File: config.mk
export PLATFORM = sky130hd
export DESIGN_NAME = fetch_unit
export DESIGN_NICKNAME = d
export VERILOG_FILES = /design/src/rtl/fetch_pkg.sv /design/src/rtl/fetch_queue.sv /design/src/rtl/fetch_unit.sv
export SDC_FILE = /design/constraint.sdc
export NUM_CORES = 1
export LEC_CHECK = 0
export BUFFER_PORTS_ARGS = -buffer_cell sky130_fd_sc_hd__buf_2
export CAP_MARGIN = 30
export CORE_MARGIN = 2
export CORE_UTILIZATION = 63
export CTS_CLUSTER_DIAMETER = 100
export DETAILED_ROUTE_END_ITERATION = 10
export PLACE_DENSITY = 0.95
export SETUP_SLACK_MARGIN = 0.1
export SLEW_MARGIN = 20
export SYNTH_ARGS = -nofsm -noshare
export SYNTH_HDL_FRONTEND = slang
export SYNTH_SLANG_ARGS = --single-unit
export TNS_END_PERCENT = 1
File: constraint.sdc
create_clock -name clk -period 10.7 [get_ports clk]
set_clock_uncertainty 0.05 [all_clocks]
set_input_delay 2.14 -clock clk [delete_from_list [all_inputs] [get_ports clk]]
set_output_delay 2.14 -clock clk [all_outputs]
set_load 0.01 [all_outputs]
File: src/rtl/fetch_pkg.sv
// Shared types and constants for the instruction fetch stage.
package fetch_pkg;
  localparam int unsigned INSTR_BYTES = 4;
  localparam logic [31:0] NOP_INSTR   = 32'h0000_0013;

  typedef struct packed {
    logic [31:0] pc;
    logic [31:0] instr;
    logic        filled;
  } fetch_entry_t;
endpackage

File: src/rtl/fetch_queue.sv
// In-order fetch buffer: slots are reserved at issue, filled by responses in
// order, popped at the head; flush empties everything at once.
module fetch_queue
  import fetch_pkg::*;
#(
  parameter int unsigned DEPTH = 4,
  localparam int unsigned AW   = $clog2(DEPTH)
) (
  input  logic          clk,
  input  logic          rst_n,
  input  logic          reserve_i,
  input  logic [31:0]   reserve_pc_i,
  input  logic          fill_i,
  input  logic [31:0]   fill_data_i,
  input  logic          pop_i,
  input  logic          flush_i,
  output logic          head_vld_o,
  output logic          head_fill_o,
  output logic [31:0]   head_pc_o,
  output logic [31:0]   head_instr_o,
  output logic [AW:0]   count_o,
  output logic [AW:0]   unfilled_o
);
  fetch_entry_t slots_q [DEPTH];
  // Unfilled slots are always contiguous between fill pointer and tail.
  logic [AW:0] hd_q, fp_q, tl_q;

  assign count_o      = tl_q - hd_q;
  assign unfilled_o   = tl_q - fp_q;
  assign head_vld_o   = (count_o != '0) && slots_q[hd_q[AW-1:0]].filled;
  assign head_fill_o  = (count_o != '0) && (hd_q == fp_q);
  assign head_pc_o    = slots_q[hd_q[AW-1:0]].pc;
  assign head_instr_o = slots_q[hd_q[AW-1:0]].instr;

  always_ff @(posedge clk or negedge rst_n) begin
    if (!rst_n) begin
      hd_q <= '0;
      fp_q <= '0;
      tl_q <= '0;
      for (int i = 0; i < int'(DEPTH); i++) slots_q[i] <= '0;
    end else begin
      if (reserve_i) slots_q[tl_q[AW-1:0]] <= '{pc: reserve_pc_i, instr: 32'h0, filled: 1'b0};
      if (fill_i) begin
        slots_q[fp_q[AW-1:0]].instr  <= fill_data_i;
        slots_q[fp_q[AW-1:0]].filled <= 1'b1;
      end
      if (flush_i) begin
        hd_q <= '0;
        fp_q <= '0;
        tl_q <= '0;
      end else begin
        hd_q <= hd_q + (AW+1)'(pop_i);
        fp_q <= fp_q + (AW+1)'(fill_i);
        tl_q <= tl_q + (AW+1)'(reserve_i);
      end
    end
  end
endmodule

File: src/rtl/fetch_unit.sv
// Fetch stage: PC, imem handshake, stale-response dropping on redirect.
// FETCH_UNIT_BYPASS_EN: forward a response straight to instr_* when it fills the head.
module fetch_unit
  import fetch_pkg::*;
#(
  parameter int unsigned DEPTH    = 4,
  parameter logic [31:0] RESET_PC = 32'h0000_0000
) (
  input  logic        clk,
  input  logic        reset,
  output logic        imem_req_valid,
  input  logic        imem_req_ready,
  output logic [31:0] imem_req_addr,
  input  logic        imem_rsp_valid,
  input  logic [31:0] imem_rsp_data,
  output logic        instr_valid,
  input  logic        instr_ready,
  output logic [31:0] instr,
  output logic [31:0] instr_pc,
  input  logic        redirect,
  input  logic [31:0] redirect_pc
);
  localparam int unsigned AW = $clog2(DEPTH);

  logic [31:0] fetch_pc_q, fetch_pc_d;
  logic [AW:0] drop_q, drop_d;
  logic        run_q;
  logic [AW:0] count, unfilled, pending;
  logic        head_vld, head_fill;
  logic [31:0] head_pc, head_instr;
  logic        issue, fill, pop;
  logic [1:0]  unused_rpc_lo;

  assign unused_rpc_lo = redirect_pc[1:0];
  assign pending       = unfilled + drop_q;

  // run_q keeps the request low until the first edge after reset release.
  assign imem_req_valid = run_q && !redirect && ((count + drop_q) < (AW+1)'(DEPTH));
  assign imem_req_addr  = fetch_pc_q;
  assign issue          = imem_req_valid && imem_req_ready;
  assign fill           = imem_rsp_valid && (drop_q == '0) && !redirect && (unfilled != '0);
  assign pop            = instr_valid && instr_ready;

`ifdef FETCH_UNIT_BYPASS_EN
  logic byp;
  assign byp         = fill && head_fill;
  assign instr_valid = head_vld || byp;
  assign instr       = head_vld ? head_instr : (byp ? imem_rsp_data : 32'h0);
  assign instr_pc    = instr_valid ? head_pc : 32'h0;
`else
  logic unused_head_fill;
  assign unused_head_fill = head_fill;
  assign instr_valid      = head_vld;
  assign instr            = head_vld ? head_instr : 32'h0;
  assign instr_pc         = head_vld ? head_pc : 32'h0;
`endif

  fetch_queue #(.DEPTH(DEPTH)) u_queue (
    .clk          (clk),
    .rst_n        (reset),
    .reserve_i    (issue),
    .reserve_pc_i (fetch_pc_q),
    .fill_i       (fill),
    .fill_data_i  (imem_rsp_data),
    .pop_i        (pop),
    .flush_i      (redirect),
    .head_vld_o   (head_vld),
    .head_fill_o  (head_fill),
    .head_pc_o    (head_pc),
    .head_instr_o (head_instr),
    .count_o      (count),
    .unfilled_o   (unfilled)
  );

  always_comb begin
    fetch_pc_d = fetch_pc_q;
    drop_d     = drop_q;
    if (issue) fetch_pc_d = fetch_pc_q + 32'(INSTR_BYTES);
    if (imem_rsp_valid && (drop_q != '0)) drop_d = drop_q - 1'b1;
    if (redirect) begin
      fetch_pc_d = {redirect_pc[31:2], 2'b00};
      // A response landing in the redirect cycle is itself stale.
      drop_d = pending - (AW+1)'(imem_rsp_valid && (pending != '0));
    end
  end

  always_ff @(posedge clk or negedge reset) begin
    if (!reset) begin
      fetch_pc_q <= RESET_PC;
      drop_q     <= '0;
      run_q      <= 1'b0;
    end else begin
      fetch_pc_q <= fetch_pc_d;
      drop_q     <= drop_d;
      run_q      <= 1'b1;
    end
  end

  a_rsp_expected: assert property (@(posedge clk) disable iff (!reset)
    imem_rsp_valid |-> (drop_q != '0 || unfilled != '0));
endmodule

==> reports/metrics.yaml <==
power:
  ir_drop_mv: 0.157
  p_leak_uw: 0.00736
  power_density_nw_per_um2: 183
clocking:
  cts_tree: "yes"
  hold_buffers: 0
  ctsResizeCount: 0
  postCtsSetupBuffers: 0
  clockBufferDepth: 3
  cts_made_buffers: 30
  clkLatencyLatePin_ps: 570
  cts.reportedPaths.clkPinSlew_ps: 70
  htree_levels: 1
  cts_sinks: 295
  cts-root-buf: "clkbuf_16"
die:
  die_x_um: 155
  die_y_um: 155
  ios: 168
  core-area_um2: 22500
  fp-row-count: 55
  die-area_um2: 24000
  initial_core_util_pct: 63.7
place:
  io_buffer_count: 161
  hpwl_mm: 22.6
  place_congestion: 0.800
  placed_cell_area_um2: 15300
sta:
  period_minus_slack_ps: 5950
  setup_tns_ps: 0
  max_slew_margin_pct: 34.6
  fmax_mhz: 168
  rsz0062_at_grt: "no"
  finalSetupViolCount: 0
  finalMaxSlewViolations: 0
  tightest_slew_ps: 980
  final_hold_viol_count: 0
  fin_crit_sh_pct: 55.6
status:
  outcome: "completed"
worst_setup_path:
  slowest_stage: "dfrtp_4"
  crit_fanout: 63
  worstPathRequired_ps: 8510
  critPathMaxStageDelay_ps: 760
  critPathCaptureType: "primary output"
  critPathKind: "reg -> out"
  path_cells: "ha_1 > inv_1 > fa_1 > xnor3_1 > o31ai_4 > buf_4 > nor2b_1 > buf_2"
  setup.worst_path.start_class: "flip-flop"
  worstPathArrival_ps: 3760
synthesis:
  synthFlopType: "dfrtp_1"
  syn_area_per_cell_um2: 11.2
  synth_top_area_share_pct: 51.5
  ys_types: 47
  ys_warn_count: 0
  synth_area_um2: 14300
  async_flop_share_pct: 100
  synth_edf_count: 0
  netlist_instances: 1279
  yosys_register_bits: 295
  yosys.area.top_type: "dfrtp_1"
  synth_area_leaders: "dfrtp_1 51%, mux4_2 9.9%, nand2_1 7.7%"
  seq_area_frac_synth_pct: 51.5
job:
  cap_violations: 0
finish:
  finish.utilization_pct: 72.7
  final_cell_mix: "296 x nand2_1, 293 x dfrtp_1, 160 x buf_2"
  drive_gt1_share_pct: 30.0
  layout_commonest_cell: "nand2_1"
  syn_to_final_growth_pct: 14.1
  finalInstanceArea_um2: 16400
  nets: 1484
routing:
  vias: 11300
  drt_iter0_drc: 1053
  firstDrtPassIters: 5
  wl_per_cell_um: 23.0
  drt_wl_total_mm: 39.3
  viasPerCell: 6.60
  drc: 0
  final_antenna_net_count: 0
global_route:
  grt_use_total_pct: 33.3
  grt_pass1_vias: 11700
  grt_max_degree: 180
  overflow: 0
  grt_pass1_wl_mm: 62.5
  antenna_found_initial: 4
min_path:
  hold_path.class: "reg -> reg"
-- critical path: cells and delay by family (launching register included) --
kind / cells / cell delay (ps)
flip-flops: 1 / 760
AND/OR/NAND/NOR: 1 / 160
XOR/XNOR: 1 / 460
AO/OA/AOI/OAI: 1 / 200
buffers and inverters: 3 / 900
adder cells (fa/ha/maj): 2 / 610
-- cell families (layout without fill, tap and decap cells) --
| logic type | count (synthesis) | after routing | share of synthesized area (%) |
|---|---|---|---|
| AO/OA/AOI/OAI | 180 | 180 | 6.81 |
| XOR/XNOR | 29 | 29 | 1.97 |
| flip-flops | 295 | 295 | 51.5 |
| other | 2 | 8 | 0.0524 |
| adder cells (fa/ha/maj) | 18 | 18 | 1.73 |
| buffers and inverters | 120 | 256 | 3.59 |
| AND/OR/NAND/NOR | 449 | 449 | 14.1 |
| multiplexers | 186 | 186 | 20.2 |
-- through the flow --
step	hold slack, ps	power [uW]	std cells	worst slack, ps
after floorplan	395	1700	1282	5030
after global placement	410	1830	1647	4770
after detailed placement	416	1880	1649	4670
after CTS	430	2990	1703	4720
after global routing	456	3090	1704	4560
final	435	2990	1706	4750
-- registers in the layout, indices dropped and copies added, names as in the netlist --
| register | cells |
|---|---|
| u_queue.tl_q | 3 |
| imem_req_addr | 30 |
| u_queue.slots_q | 252 |
| drop_q | 3 |
| u_queue.hd_q | 3 |
| run_q | 1 |
| u_queue.fp_q | 3 |
-- power breakdown --
part	switching, uW	internal, uW
combinational	236	271
clock	445	656
sequential	123	1260
-- worst paths after layout --
kind	slack, ps	end	start	cells past startpoint
max	4750	instr_pc[27]	u_queue.hd_q[0]	8
min	440	u_queue.slots_q[0]	u_queue.slots_q[0]	1
max reg2reg	5490	u_queue.slots_q[230]	u_queue.hd_q[0]	10
min reg2reg	440	u_queue.slots_q[0]	u_queue.slots_q[0]	1
max in group asynchronous	7430	u_queue.hd_q[0]	reset	2
min in group asynchronous	1620	u_queue.slots_q[144]	reset	1
-- layer usage --
| layer | share of wire (%) | up-vias | track usage, % | wire (um) |
|---|---|---|---|---|
| met4 | 4.5 | 2 | 15.7 | 1760 |
| met5 | 0.033 | - | 0 | 13 |
| li1 | - | 4645 | - | - |
| met1 | 36 | 5588 | 43.4 | 14100 |
| met2 | 49 | 847 | 54.6 | 19400 |
| met3 | 10 | 176 | 6.32 | 4040 |
-- synth_stat cells (2+ instances only) --
library cell and n:
a31oi_1 4, and2_1 4, and3_1 7, buf_1 6, buf_2 11, buf_4 5, buf_6 4, clkbuf_1 73
conb_1 2, dfrtp_1 295, fa_1 3, ha_1 15, inv_1 20, mux2_2 94, mux2_4 27, mux2i_1 2
mux4_2 63, nand2_1 296, nand2b_1 2, nand3_1 19, nand4_1 11, nor2_1 14, nor2b_1 68, nor3_1 4
nor3_2 2, nor3b_1 3, nor4_1 6, o211ai_1 8, o21ai_0 153, o311ai_0 9, o31a_1 2, or2_2 3
or3_1 4, or4_1 3, xnor2_1 16, xor2_1 10
-- final cells by class --
class / count / area [um2]
antenna: 3 / 7.51
clock buffer: 40 / 818
clock inverter: 14 / 209
fill: 1361 / 6140
inverter: 21 / 81.3
multi-input combinational: 867 / 6490
sequential: 295 / 7390
tap: 285 / 357
timing repair buffer: 181 / 1010
Note: power is estimated with default switching activity, not from simulation.
